File: config.mk
export PLATFORM = sky130hd
export DESIGN_NAME = if_stage
export DESIGN_NICKNAME = d
export VERILOG_FILES = /design/src/rtl/if_stage_pkg.sv /design/src/rtl/if_stage_if_id_reg.sv /design/src/rtl/if_stage.sv
export SDC_FILE = /design/constraint.sdc
export NUM_CORES = 1
export LEC_CHECK = 0
export BUFFER_PORTS_ARGS = -buffer_cell sky130_fd_sc_hd__buf_2
export CORE_AREA = 4 4 155 157
export CTS_BUF_LIST = sky130_fd_sc_hd__clkbuf_2 sky130_fd_sc_hd__clkbuf_4 sky130_fd_sc_hd__clkbuf_8
export CTS_CLUSTER_DIAMETER = 150
export CTS_CLUSTER_SIZE = 16
export DETAILED_ROUTE_END_ITERATION = 6
export DIE_AREA = 0 0 159 161
export PLACE_DENSITY = 0.67
export SLEW_MARGIN = 0
export SYNTH_ARGS = -nofsm -noshare
export SYNTH_HDL_FRONTEND = slang
export SYNTH_SLANG_ARGS = --single-unit
File: constraint.sdc
create_clock -name cpu_clk -period 12.2 [get_ports cpu_clk]
set_input_delay 0.61 -clock cpu_clk [delete_from_list [all_inputs] [get_ports cpu_clk]]
set_output_delay 0.61 -clock cpu_clk [all_outputs]
set_load 0.05 [all_outputs]
File: src/rtl/if_stage_pkg.sv
// Shared constants, types and helpers for the miniRV instruction-fetch stage.
// Imported by the fetch top level and by the IF/ID register.
package if_stage_pkg;

    localparam logic [31:0] NOP_INST_DEFAULT = 32'h0000_0013;
    localparam logic [31:0] PC_STEP          = 32'd4;

    typedef enum logic [1:0] {
        PC_REDIRECT,
        PC_HOLD,
        PC_ADVANCE
    } pc_sel_e;

    // Clearing the low bits keeps every fetch address word-aligned
    function automatic logic [31:0] word_align(input logic [31:0] addr);
        return addr & ~32'h3;
    endfunction

endpackage

File: src/rtl/if_stage_if_id_reg.sv
// IF/ID pipeline register: flush beats hold, hold beats load.
// A flushed or reset register carries a NOP bubble with valid cleared.
module if_id_reg
    import if_stage_pkg::*;
#(
    parameter logic [31:0] NOP_INST = NOP_INST_DEFAULT
) (
    input  logic        clk,
    input  logic        rst,
    input  logic        flush,
    input  logic        hold,
    input  logic [31:0] pc_in,
    input  logic [31:0] inst_in,
    output logic [31:0] pc_out,
    output logic [31:0] pc4_out,
    output logic [31:0] inst_out,
    output logic        valid_out
);

    always_ff @(posedge clk or posedge rst) begin
        if (rst) begin
            pc_out    <= 32'd0;
            pc4_out   <= 32'd0;
            inst_out  <= NOP_INST;
            valid_out <= 1'b0;
        end else if (flush) begin
            pc_out    <= 32'd0;
            pc4_out   <= 32'd0;
            inst_out  <= NOP_INST;
            valid_out <= 1'b0;
        end else if (!hold) begin
            pc_out    <= pc_in;
            pc4_out   <= pc_in + PC_STEP;
            inst_out  <= inst_in;
            valid_out <= 1'b1;
        end
    end

endmodule

File: src/rtl/if_stage.sv
// Instruction-fetch stage: PC register, next-PC selection, stall/flush counters,
// and the IF/ID register feeding the decode stage.
module if_stage
    import if_stage_pkg::*;
#(
    parameter logic [31:0] RESET_PC = 32'h0000_0000,
    parameter logic [31:0] NOP_INST = NOP_INST_DEFAULT
) (
    input  logic        cpu_clk,
    input  logic        cpu_rst,
    input  logic        pipeline_stop_PC,
    input  logic        pipeline_stop_REG_IF_ID,
    input  logic        redirect_EX,
    input  logic [31:0] redirect_pc_EX,
    output logic [31:0] irom_addr,
    input  logic [31:0] irom_inst,
    output logic [31:0] pc_ID,
    output logic [31:0] pc4_ID,
    output logic [31:0] inst_ID,
    output logic        valid_ID,
    output logic [31:0] stall_cnt,
    output logic [31:0] flush_cnt
);

    logic [31:0] pc_IF;
    logic [31:0] pc_next;
    pc_sel_e     pc_sel;

    // A redirect from EX is older than any load-use stall, so it always wins
    always_comb begin
        pc_sel = PC_ADVANCE;
        if (redirect_EX) begin
            pc_sel = PC_REDIRECT;
        end else if (pipeline_stop_PC) begin
            pc_sel = PC_HOLD;
        end
    end

    always_comb begin
        pc_next = pc_IF + PC_STEP;
        case (pc_sel)
            PC_REDIRECT: pc_next = word_align(redirect_pc_EX);
            PC_HOLD:     pc_next = pc_IF;
            PC_ADVANCE:  pc_next = pc_IF + PC_STEP;
            default:     pc_next = pc_IF + PC_STEP;
        endcase
    end

    always_ff @(posedge cpu_clk or posedge cpu_rst) begin
        if (cpu_rst) begin
            pc_IF <= RESET_PC;
        end else begin
            pc_IF <= pc_next;
        end
    end

    // A stall that coincides with a redirect is not counted: the redirect discards it
    always_ff @(posedge cpu_clk or posedge cpu_rst) begin
        if (cpu_rst) begin
            stall_cnt <= 32'd0;
            flush_cnt <= 32'd0;
        end else begin
            if (pc_sel == PC_HOLD) begin
                stall_cnt <= stall_cnt + 32'd1;
            end
            if (pc_sel == PC_REDIRECT) begin
                flush_cnt <= flush_cnt + 32'd1;
            end
        end
    end

    assign irom_addr = pc_IF;

    if_id_reg #(
        .NOP_INST (NOP_INST)
    ) u_if_id_reg (
        .clk       (cpu_clk),
        .rst       (cpu_rst),
        .flush     (redirect_EX),
        .hold      (pipeline_stop_REG_IF_ID),
        .pc_in     (pc_IF),
        .inst_in   (irom_inst),
        .pc_out    (pc_ID),
        .pc4_out   (pc4_ID),
        .inst_out  (inst_ID),
        .valid_out (valid_ID)
    );

endmodule
==> impl_metrics.toml <==
[min_path]
holdCritPathClass = "in -> async"

[cts]
cts_buffers = 17
htreeDepth = 4
cts_buffer_depth = 2
clock-sinks = 188
post-cts-setup-buffers = 0
cts_tree = "built"
postCtsHoldBufs = 0
clkLatencyLatePin_ps = 460
cts_resized = 0
clk_pin_slew_worst_paths_ps = 110
cts-root-buf = "clkbuf_8"

[logic_synthesis]
synth_warnings = 0
synth_ff_type = "dfrtp_1"
ys_types = 55
syn-cell-area_sq_um = 8926
ys_seq_elements = 188
syn_inst = 872
synth-edff-count = 0
synth_area_per_cell_sq_um = 10.24
async_flop_share = 1.000
ys_seq_area_frac = 0.5275

[sta]
setup_violations = 0
timing.final.crit_period_ps = 2816
hold_viol = 0
period_share = 0.2308
max_freq_mhz = 355.1
relSlewSlack = 0.2914
final_max_slew_viol_count = 0
fin_ws_ps = 9384
rsz0062_at_grt = "false"
setup_tns_ps = 0
worst_pin_slew_ps = 1053
skew_ps = 17.61

[cells_and_area]
area.growth.synth_to_final_pct = 20.55
drive_above_1_share = 0.2790
multi_input_area_sq_um = 3846
fin_nets = 1163
fin_cells = 1389
final_area_sq_um = 10760
fillers = 2143
n_antenna_cell = 0
seq_area_sq_um = 4708

[die]
die_area_sq_um = 25600
ios = 262
initial_core_util = 0.3967
die_h_um = 161
die_w_um = 159
fp.coreArea_sq_um = 22500
row_count = 55

[pwr]
p_sw_frac = 0.3950
p_comb_frac = 0.256
p_sw_uw = 623.9
seq_power_share = 0.470
p_int_uw = 955.5
max-vdd-ir-drop_mv = 0.06746
pwr-share-clk = 0.274
p_per_area_nw_per_um2 = 146.8
finalPower_uw = 1579
leakagePower_uw = 0.005247

[grt]
grt_pass1_vias = 7422
grt_pass1_wl_um = 41630
grt_util_all_layers = 0.2010
antenna_found_initial = 1
grt_max_degree = 128
grt_overflow = 0

[worst_setup_path]
crit_fanout = 14
cp_data_arrival_time_ps = 3150
endpoint_kind = "register"
required_ps = 12530
setup.worst_path.start_class = "register"
critPathKind = "reg -> reg"

[routing]
ant_nets = 0
viasPerCell = 5.454
drcViolationCount = 0
drt_pass1_iterations = 5
wirelength_um = 25870
wl_per_cell_um = 18.63
drt_iter0_drc = 515
num_vias = 7575

[place]
dpl_worst_slack_ps = 9428
dpl.cell_count = 1357
hpwlAfterDp_um = 18070
place_congestion = 0.8553
placed_area_sq_um = 10340
port_buffers = 257

[run_status]
status = "finished, final reports clean"

[job]
drv_cap = 0
critical path, cell delays in order (launching register included):
cell and delay [ps]:
dfrtp_1 510, ha_1 320, nand4_1 130, buf_4 220, nor4_2 890, a311oi_1 200
a2111oi_0 420
cells by family (layout without fill, tap and decap cells):
logic type	after synthesis	count (layout)	synth area share
other	1	2	0.0004201
adder cells (fa/ha/maj)	3	3	0.004206
multiplexers	57	57	0.06420
XOR/XNOR	83	83	0.08144
buffers and inverters	86	317	0.04205
flip-flops	188	188	0.5275
AO/OA/AOI/OAI	100	100	0.08102
AND/OR/NAND/NOR	354	354	0.1992
worst paths after layout:
path                       cells past startpoint                      start                                  end  slack [ps]
max in group asynchronous                      3                    cpu_rst            irom_addr[30]$_DFFE_PP0P_       10430
setup / recovery                               6   irom_addr[2]$_DFFE_PP0P_  u_if_id_reg.pc4_out[30]$_DFFE_PP0P_        9380
setup reg to reg                               6   irom_addr[2]$_DFFE_PP0P_  u_if_id_reg.pc4_out[30]$_DFFE_PP0P_        9380
hold / removal                                 2                    cpu_rst            flush_cnt[31]$_DFFE_PP0P_         330
min in group cpu_clk                           3          redirect_pc_EX[9]             irom_addr[9]$_DFFE_PP0P_         350
hold reg to reg                                1  stall_cnt[31]$_DFFE_PP0N_            stall_cnt[31]$_DFFE_PP0N_         470
per-stage QoR:
stage | utilization | hold slack [ps]
2_1_floorplan | - | 651.6
3_3_place_gp | 0.4596 | 453.9
3_5_place_dp | 0.4596 | 456.6
4_1_cts | 0.4782 | 308.4
5_1_grt | 0.4782 | 327.9
6_report | 0.4782 | 328.9
cell type report:
type | count | share of cell area
flip-flops and latches | 188 | 0.4376
clock inverters | 14 | 0.01593
clock buffers | 18 | 0.02302
repair buffers | 264 | 0.1249
inverters | 21 | 0.008023
multi-input cells | 599 | 0.3574
well taps | 285 | 0.03314
power groups by stage:
stage          clock [uW]  combinational [uW]  sequential (uW)
2_1_floorplan           0                 126              918
3_3_place_gp            0                 403              751
3_5_place_dp            0                 408              754
4_1_cts               449                 409              742
5_1_grt               476                 432              752
6_report              432                 405              742
layout by cell type, fill, tap and decap left out, types with 6 or more instances in the layout:
| master | synthesis | layout |
|---|---|---|
| a2111oi_0 | 6 | 6 |
| a211oi_1 | 7 | 7 |
| a21oi_1 | 13 | 13 |
| a311oi_1 | 8 | 8 |
| a31oi_1 | 12 | 12 |
| and3_1 | 10 | 10 |
| and4_1 | 8 | 8 |
| buf_2 | 9 | 255 |
| buf_4 | 8 | 9 |
| clkbuf_8 | 0 | 18 |
| dfrtp_1 | 185 | 185 |
| inv_1 | 21 | 20 |
| inv_6 | 0 | 6 |
| mux2i_1 | 55 | 55 |
| nand2_1 | 63 | 63 |
| nand3_1 | 37 | 37 |
| nand4_1 | 40 | 40 |
| nor2_1 | 111 | 111 |
| nor3_1 | 19 | 19 |
| nor4_1 | 19 | 19 |
| o21ai_0 | 19 | 19 |
| o31ai_1 | 11 | 11 |
| or3_1 | 6 | 6 |
| or4_1 | 18 | 18 |
| xnor2_1 | 65 | 65 |
| xor2_1 | 18 | 18 |
registers in the layout, indices dropped and copies added (netlist names):
register	count
stall_cnt	32
u_if_id_reg.valid_out	1
flush_cnt	32
u_if_id_reg.pc_out	30
u_if_id_reg.pc4_out	31
irom_addr	30
u_if_id_reg.inst_out	32
cell usage after synthesis, types with 9 or more instances:
cell | n | area share
a21oi_1 | 13 | 0.0073
a31oi_1 | 12 | 0.0084
and3_1 | 10 | 0.0070
buf_1 | 12 | 0.0050
buf_2 | 9 | 0.0050
clkbuf_1 | 32 | 0.013
dfrtp_1 | 185 | 0.52
inv_1 | 21 | 0.0088
mux2i_1 | 55 | 0.062
nand2_1 | 63 | 0.026
nand3_1 | 37 | 0.021
nand4_1 | 40 | 0.028
nor2_1 | 111 | 0.047
nor3_1 | 19 | 0.011
nor4_1 | 19 | 0.013
o21ai_0 | 19 | 0.011
o31ai_1 | 11 | 0.0093
or4_1 | 18 | 0.015
xnor2_1 | 65 | 0.064
xor2_1 | 18 | 0.018
routing by layer:
metal / track usage / up-vias / part of all wire
li1: - / 3533 / -
met1: 0.2715 / 3714 / 0.45
met2: 0.3171 / 276 / 0.46
met3: 0.04823 / 50 / 0.063
met4: 0.07495 / 2 / 0.028
met5: 0 / - / 0.00046
Power figures use the tool's default switching activity.
